==> src/rtl/frame_sequencer.sv <==
// frame_sequencer: loads core weights once per run, then streams FRAME_WORDS
// input words per frame into the core and forwards each frame's result to the
// output FIFO until num_frames results have been collected.
// Optional: define FRAME_SEQ_TIMEOUT_EN for a DRAIN watchdog (TIMEOUT_CYC).
module frame_sequencer #(
    parameter int FRAME_WORDS = 784,
    parameter int OUT_W       = 10,
    parameter int TIMEOUT_CYC = 4096
) (
    input  logic             clk,
    input  logic             rst,
    input  logic             start,
    input  logic [15:0]      num_frames,
    input  logic             in_empty,
    output logic             in_rd_en,
    output logic             core_load,
    input  logic             load_weight_done,
    output logic             core_input_valid,
    output logic             core_sof,
    input  logic             core_output_valid,
    input  logic [OUT_W-1:0] core_d_out,
    input  logic             out_full,
    output logic             out_wr_en,
    output logic [OUT_W-1:0] out_din,
    output logic             busy,
    output logic             done,
    output logic             overflow,
    output logic             timeout,
    output logic [15:0]      frames_done
);

    localparam int CW = $clog2(FRAME_WORDS + 1);

    typedef enum logic [2:0] {
        S_IDLE, S_LOAD, S_WAIT_W, S_STREAM, S_DRAIN, S_FINISH
    } state_t;

    state_t        state, state_nx;
    logic [CW-1:0] word_cnt;
    logic [15:0]   num_q;
    logic [15:0]   fd_inc;
    logic          accept;
    logic          result;
    logic          more;
    logic          wd_hit;

    assign accept  = (state == S_IDLE) && start;
    assign result  = (state == S_DRAIN) && core_output_valid;
    assign fd_inc  = frames_done + 16'd1;
    assign more    = fd_inc < num_q;
    assign busy    = (state != S_IDLE);
    assign out_din = core_d_out;

`ifdef FRAME_SEQ_TIMEOUT_EN
    localparam int TW = $clog2(TIMEOUT_CYC + 1);
    logic [TW-1:0] drain_cnt;

    assign wd_hit = (state == S_DRAIN) && !core_output_valid &&
                    (drain_cnt == TW'(TIMEOUT_CYC - 1));

    // Watchdog: counts cycles spent in DRAIN, restarts on every DRAIN entry
    always_ff @(posedge clk or negedge rst) begin
        if (!rst) begin
            drain_cnt <= '0;
            timeout   <= 1'b0;
        end else begin
            drain_cnt <= (state == S_DRAIN) ? drain_cnt + 1'b1 : '0;
            if (accept)
                timeout <= 1'b0;
            else if (wd_hit)
                timeout <= 1'b1;
        end
    end
`else
    logic unused_cfg;
    assign unused_cfg = (TIMEOUT_CYC == 0);
    assign wd_hit     = 1'b0;
    assign timeout    = 1'b0;
`endif

    // State register
    always_ff @(posedge clk or negedge rst) begin
        if (!rst) state <= S_IDLE;
        else      state <= state_nx;
    end

    // Next-state and strobe outputs; reads stop once the frame's words are issued
    always_comb begin
        state_nx  = state;
        in_rd_en  = 1'b0;
        core_load = 1'b0;
        out_wr_en = 1'b0;
        done      = 1'b0;
        case (state)
            S_IDLE: begin
                if (start) begin
                    if (num_frames != 16'd0) state_nx = S_LOAD;
                    else                     done     = 1'b1;
                end
            end
            S_LOAD: begin
                core_load = 1'b1;
                state_nx  = S_WAIT_W;
            end
            S_WAIT_W: begin
                if (load_weight_done) state_nx = S_STREAM;
            end
            S_STREAM: begin
                in_rd_en = !in_empty && (word_cnt < CW'(FRAME_WORDS));
                if (in_rd_en && (word_cnt == CW'(FRAME_WORDS - 1)))
                    state_nx = S_DRAIN;
            end
            S_DRAIN: begin
                if (core_output_valid) begin
                    out_wr_en = !out_full;
                    state_nx  = more ? S_STREAM : S_FINISH;
                end else if (wd_hit) begin
                    state_nx = S_FINISH;
                end
            end
            S_FINISH: begin
                done     = 1'b1;
                state_nx = S_IDLE;
            end
            default: state_nx = S_IDLE;
        endcase
    end

    // Run bookkeeping: word/frame counters, sampled frame count, sticky overflow
    always_ff @(posedge clk or negedge rst) begin
        if (!rst) begin
            word_cnt    <= '0;
            num_q       <= '0;
            frames_done <= '0;
            overflow    <= 1'b0;
        end else begin
            if (accept) begin
                word_cnt    <= '0;
                num_q       <= num_frames;
                frames_done <= '0;
                overflow    <= 1'b0;
            end
            if (in_rd_en)
                word_cnt <= word_cnt + 1'b1;
            if (result) begin
                frames_done <= fd_inc;
                word_cnt    <= '0;
                if (out_full) overflow <= 1'b1;
            end
        end
    end

    // FIFO data lands one cycle after the read, so valid/sof are the read delayed
    always_ff @(posedge clk or negedge rst) begin
        if (!rst) begin
            core_input_valid <= 1'b0;
            core_sof         <= 1'b0;
        end else begin
            core_input_valid <= in_rd_en;
            core_sof         <= in_rd_en && (word_cnt == '0);
        end
    end

endmodule
==> config.mk <==
export PLATFORM = sky130hd
export DESIGN_NAME = frame_sequencer
export DESIGN_NICKNAME = d
export VERILOG_FILES = /design/src/rtl/frame_sequencer.sv
export SDC_FILE = /design/constraint.sdc
export NUM_CORES = 1
export LEC_CHECK = 0
export ABC_AREA = 1
export CAP_MARGIN = 20
export CELL_PAD_IN_SITES_DETAIL_PLACEMENT = 1
export CELL_PAD_IN_SITES_GLOBAL_PLACEMENT = 2
export CORE_UTILIZATION = 29
export CTS_CLUSTER_DIAMETER = 100
export DETAILED_ROUTE_END_ITERATION = 6
export GPL_TIMING_DRIVEN = 0
export PLACE_DENSITY = 0.82
export SLEW_MARGIN = 0
export SYNTH_ARGS = -nofsm -noshare
export SYNTH_HDL_FRONTEND = slang
export SYNTH_SLANG_ARGS = --single-unit
==> constraint.sdc <==
create_clock -name clk -period 2.9 [get_ports clk]
set_clock_uncertainty 0.05 [all_clocks]
set_input_delay 0.58 -clock clk [delete_from_list [all_inputs] [get_ports clk]]
set_output_delay 0.58 -clock clk [all_outputs]
set_load 0.05 [all_outputs]
==> results.md, run 1 <==
* First-pass GRT wire length at 13.46 mm
* Power after layout at 2471 µW
* Total global-route track usage at 0.1534
* Largest net degree at the start of global routing at 28
* Clk sink count at 48
* Crit path launch type: input port
* Outcome: complete, no violations
* Seq/Total Area, Yosys at 0.3957
* Critical path endpoint category: output pin
* Via count at 2728
* Synthesized area at 0.003035 mm²
* Router iterations before antenna repair at 4
* Worst EP arrival at 2.11 ns
* H-tree Lvls at 2
* Post-Synth Adder-Cell Area at 0.07420
* Clock transition at path regs at 0.09 ns
* #FFs+latches synth at 48
* Die span in x at 104.3 µm
* Starting Density at 0.3049
* Distinct cell type count after synthesis at 37
* Fin. Hold Viols at 0
* Port Buffers at 56
* CTS tree: built
* DRC Markers at 0
* Die height at 104.3 µm
* Synth Flop Type: dfrtp_1
* NumNets Final at 514
* Max Root-Sink Buffers at 2
* Internal power at 1378 µW
* Ant diodes at 0
* Max Cap Viol at 0
* Core footprint at 0.009955 mm²
* Seq pwr share at 0.378
* CP max stage delay at 0.56 ns
* Post-synthesis simple-gate area fraction at 0.2552
* Crit path required time at 2.27 ns
* Share of the synthesized area in the top cell type at 0.3957
* Final setup vio count at 0
* Top post-synthesis cells by area: dfrtp_1 40%, nand2_1 11%, inv_1 9.5%
* Max Slew Vio Count at 0
* GR Overflow Total at 0
* Initial antenna violation count at 0
* Clock share of power at 0.161
* Peak supply drop at 297.4 µV
* Die area at 0.01088 mm²
* Gpl congestion at 0.8089
* Post-synthesis mux area share at 0
* Worst Tran Pin Value at 0.5143 ns
* Synth Net Count at 450
* Largest driver fanout on the critical path at 8
* Hold Path Class: input port to asynchronous set/reset pin
* DP HPWL at 6.276 mm
* Top cells by count, synth: 85 x nand2_1, 77 x inv_1, 48 x dfrtp_1
* Final Cycle Share at 0.9456
* Combinational Power Share at 0.462
* Clock Latency Late Sink at 0.30 ns
* Count leader, synth: nand2_1
* Largest family of logic cells by synthesized area: simple AND/OR/NAND/NOR gates
* Post-Route Setup TNS at 0 ns
* Final WS setup at 0.1576 ns
* Vias in the first global route at 2844
* XOR/XNOR Fraction of Synth Area at 0.02267
* Num rows at 36
* Max Freq at 364.6 MHz
* IO Pins at 68
* Place WS at -0.3110 ns
* Worst Path Buf+Inv at 3
* Synth warnings at 0
* Routed WL at 7.884 mm
* Hold_ws at 0.1920 ns
* Util after Layout at 0.3880
* Via-per-instance ratio at 4.577
* Fraction of registers with async set/reset at 1.000
* Leak Pwr at 0.001958 µW
* Worst path cell trace: clkdlybuf4s50_1 -> nor2_1 -> nand2_2 -> inv_1 -> dlygate4sd2_1
* Clock root buffer: clkbuf_8
* EDFF count, synth at 0
* Switching share of power at 0.4423
* Hold buffer count at CTS at 0
* RSZ-0062 raised after global routing: no
* Total CTS buffers at 5
* Antenna Nets Post-Route at 0
* Setup CP Type: input port to output pin
* Share of layout cells above drive strength 1 at 0.1015
* DR iter-0 viols at 73
* Largest delay share family, worst path: buffers and inverters
* Post-Synthesis Cells at 399
* Cell taking the most area after synthesis: dfrtp_1
* WL/cell at 13.23 µm
* Avg Inst Size Synth at 7.608 µm²
* Sw Pwr at 1093 µW
* Pwr/cell area at 639.8 mW/mm²
* Max-slew headroom at 0.6561
* Critical Path Slowest Stage Cell: dlygate4sd2_1
* Synth Area in Compound Gates at 0.1175
* Minimum clock period at 2.742 ns
* Area grow syn2layout at 27.25%
==> metrics by stage <==
step,instances,instance area [µm²]
6_report,596,3862
5_1_grt,596,3862
4_1_cts,596,3854
3_5_place_dp,589,3777
3_3_place_gp,588,3762
2_1_floorplan,399,3035
==> power groups by stage <==
stage	clock, µW	sequential [µW]	combinational [µW]
final	397	933	1140
after global routing	435	960	1290
after CTS	410	935	1160
after detailed placement	0	948	1160
after global placement	0	941	1130
after floorplan	0	1010	723
==> logic make-up after synthesis <==
group                    count (synthesis)
buffers and inverters                   96
adder cells (fa/ha/maj)                 18
flip-flops                              48
AO/OA/AOI/OAI                           64
AND/OR/NAND/NOR                        165
other                                    1
XOR/XNOR                                 7
==> path summary, 6_finish.rpt <==
check,startpoint,to,slack (ns),cells after the start
setup reg to reg,frames_done[8],state[1],0.25,14
hold reg to reg,num_q[3],num_q[3],0.44,2
max in group asynchronous,rst,frames_done[6],2.07,2
setup / recovery,in_empty,in_rd_en,0.16,5
hold / removal,rst,num_q[2],0.19,1
min in group clk,num_q[3],num_q[3],0.44,2
==> repair_timing <==
item / 4_1_cts / 5_1_grt
gates resized for setup: 6 / 6
gates cloned: 0 / 0
buffers inserted: 0 / 0
hold endpoints to repair: 0 / 0
endpoints found under the setup margin: 3 / 3
==> cells in the final DEF (no fill, tap or decap), drive strengths merged <==
cell type	n
clkbuf	7
clkinv	1
xor2	7
dlygate4sd2	2
o22ai	7
a21oi	16
o21a	1
nand3	19
nand2	91
o21ai	33
nor3	7
nor2	29
nor4	4
nand4	9
ha	18
o21bai	2
a31oi	1
dfrtp	48
nand3b	1
and2	3
a22o	1
buf	17
or2	2
o32ai	3
conb	1
clkdlybuf4s50	52
inv	81
==> cell type report <==
cell class / count / area [µm²]
fillers: 1245 / 6092
flip-flops and latches: 48 / 1204
multi-input cells: 255 / 1441
well taps: 133 / 166.4
repair buffers: 57 / 568.0
clock buffers: 6 / 72.57
plain buffers: 15 / 101.3
clock inverters: 1 / 5.005
inverters: 81 / 304.0
==> flip-flops by register name, indices dropped and copies added, names as in the netlist <==
register / count
frames_done: 16
num_q: 16
word_cnt: 10
state: 3
core_input_valid: 1
core_sof: 1
overflow: 1
==> per-layer routing <==
metal,global-route usage,routed length (µm)
met5,0,0
met4,0.03776,83
met3,0.02318,245
met2,0.2569,3682
met1,0.2060,3872
Power figures use the tool's default switching activity.
==> inputs of run 2 (changes only) <==
--- a/config.mk
+++ b/config.mk
@@ -14,6 +14,7 @@
 export DETAILED_ROUTE_END_ITERATION = 6
 export GPL_TIMING_DRIVEN = 0
 export PLACE_DENSITY = 0.82
+export SETUP_SLACK_MARGIN = 0.5
 export SLEW_MARGIN = 0
 export SYNTH_ARGS = -nofsm -noshare
 export SYNTH_HDL_FRONTEND = slang
==> results.md, run 2 (synthesis results as in run 1) <==
* Power after layout at 2705 µW (+9.5%)
* DRC Markers at 0 (unchanged)
* R2r setup slk at 0.49 ns (+0.24 ns)
* Largest delay share family, worst path: simple AND/OR/NAND/NOR gates
* Via-per-instance ratio at 4.620 (+0.93%)
* Fin. Hold Viols at 0 (unchanged)
* Pwr/cell area at 622.7 mW/mm² (-2.7%)
* Reg2reg start: frames_done[4]
* Total CTS buffers at 5 (unchanged)
* Post-Route Setup TNS at 0 ns (unchanged)
* NumNets Final at 543 (+5.6%)
* Ant diodes at 0 (unchanged)
* Critical path's most frequent cell: nand2_1
* Num rows at 36 (unchanged)
* GR Overflow Total at 0 (unchanged)
* Worst Path Buf+Inv at 3 (unchanged)
* Worst EP arrival at 2.56 ns (+0.45 ns)
* Max Cap Viol at 0 (unchanged)
* Placed insts at 589 (unchanged)
* Die height at 104.3 µm (unchanged)
* Clock Latency Late Sink at 0.30 ns (about the same)
* Router iterations before antenna repair at 4 (unchanged)
* # fillers at 1217 (-2.2%)
* DP HPWL at 6.489 mm (+3.4%)
* Outcome: complete, no violations
* Clock transition at path regs at 0.09 ns (about the same)
* Fin cells at 626 (+5.0%)
* Die span in x at 104.3 µm (unchanged)
* Worst path cell trace: buf_4 -> nand4_1 -> buf_4 -> nor4_4 -> nand2_1 -> nand2_2 -> inv_1 -> ha_1 -> nand2_1 -> nor4_2 -> nand2_1 -> nand3_1 -> nand2_1 -> nand2_1 -> nand2_1
* IO Pins at 68 (unchanged)
* H-tree Lvls at 2 (unchanged)
* Final setup vio count at 0 (unchanged)
* Met3 GRT Util at 0.02068 (-0.002506)
* Peak supply drop at 315.8 µV (+6.2%)
* Clk sink count at 48 (unchanged)
* First-pass GRT wire length at 14.04 mm (+4.3%)
* Antenna Nets Post-Route at 0 (unchanged)
* Final Cycle Share at 0.8327 (-0.1130)
* Setup CP Type: flop to flop
* Total global-route track usage at 0.1594 (+0.006086)
* CP max stage delay at 0.40 ns (-0.16 ns)
* Critical Path Slowest Stage Cell: dfrtp_2
* Most common cell after layout, fill and taps aside: nand2_1
* Via count at 2892 (+6.0%)
* Crit path required time at 3.05 ns (+0.78 ns)
* DR iter-0 viols at 48 (-34%)
* Crit path launch type: flop
* Gpl congestion at 0.7949 (-1.7%)
* Core footprint at 0.009955 mm² (unchanged)
* Reg-to-Reg End: state[1]
* Hold buffer count at CTS at 0 (unchanged)
* Port Buffers at 56 (unchanged)
* Vias in the first global route at 2919 (+2.6%)
* Largest driver fanout on the critical path at 3 (-5)
* Clock root buffer: clkbuf_8
* Hold Path Class: input port to asynchronous set/reset pin
* Critical path endpoint category: flop
* Max Root-Sink Buffers at 2 (unchanged)
* Max Slew Vio Count at 0 (unchanged)
* RSZ-0062 raised after global routing: yes
* Die area at 0.01088 mm² (unchanged)
* Util after Layout at 0.4364 (+0.04839)
* Largest net degree at the start of global routing at 26 (-7.1%)
* Routed WL at 8.880 mm (+13%)
* Initial antenna violation count at 0 (unchanged)
* Max-slew headroom at 0.5926 (-0.06351)
* Leak Pwr at 0.002208 µW (+13%)
* Met2 usage at 0.2796 (+0.02271)
* CTS tree: built
* WL/cell at 14.19 µm (+7.2%)
* Area grow syn2layout at 43.12%
* R2R cell count at 15 (+1)
* Max Freq at 414.1 MHz (+14%)
* Share of layout cells above drive strength 1 at 0.2515 (+0.1500)
* Worst Tran Pin Value at 0.6111 ns (+0.09688 ns)
* Top Usage Layer GRT: met2
* Largest registers: frames_done (16), num_q (16), word_cnt (10)
* Starting Density at 0.3049 (unchanged)
* Minimum clock period at 2.415 ns (-0.3277 ns)
* Met1 usage at 0.2061 (about the same)
* Commonest non-fill, non-tap cells in the layout: 78 x nand2_1, 68 x inv_1, 42 x clkdlybuf4s50_1
run 2: changes by cell type in the layout (fill, tap and decap cells not counted), sizes merged:
cell,before,now
buf,17,47
bufinv,0,1
clkbuf,7,8
clkdlybuf4s50,52,42
dlymetal6s2s,0,8
run 2: repair_timing:
action | CTS | global route
hold endpoints to repair | 0 | 0
pin swaps | 11 | 36
setup buffers | 14 | 15
gates resized for setup | 38 | 42
endpoints found under the setup margin | 7 | 6
run 2: per-stage QoR:
step / hold WS (ns) / instance area [µm²] / setup slack [ns]
6_report: 0.2354 / 4344 / 0.4853
5_1_grt: 0.2834 / 4344 / 0.2689
4_1_cts: 0.2523 / 4081 / 0.3583
3_5_place_dp: 0.4247 / 3800 / -0.2319
3_3_place_gp: 0.4199 / 3785 / -0.5385
2_1_floorplan: 0.2344 / 3058 / 0.4760
run 2: layer usage:
metal,share of wire,vias up
met5,0,-
met4,0.011,0
met3,0.031,9
met2,0.50,62
met1,0.46,1381
li1,-,1440
run 2: how the worst max path moves through the flow:
stage / slack [ns] / endpoint / cells past startpoint / start
2_1_floorplan: 0.48 / state[1] / 14 / frames_done[5]
3_3_place_gp: -0.54 / frames_done[8] / 1 / rst
3_5_place_dp: -0.23 / done / 7 / num_frames[3]
4_1_cts: 0.36 / done / 7 / num_frames[3]
5_1_grt: 0.27 / state[1] / 15 / frames_done[4]
6_report: 0.49 / state[1] / 15 / frames_done[4]
run 2: power by group:
group	total, µW	internal, µW	switching, µW
clock network	485	256	229
logic	1270	442	830
registers	948	834	114
total	2710	1530	1170
run 2: layout make-up:
cell class / instances / area, µm² / share of cell area
Clock inverter: 2 / 35.03 / 0.008065
Inverter: 81 / 311.5 / 0.07172
Clock buffer: 6 / 72.57 / 0.01671
Sequential cell: 48 / 1214 / 0.2794
Tap cell: 133 / 166.4 / 0.03831
Timing Repair Buffer: 86 / 810.8 / 0.1866
Multi-Input combinational cell: 255 / 1633 / 0.3759
Buffer: 15 / 101.3 / 0.02333
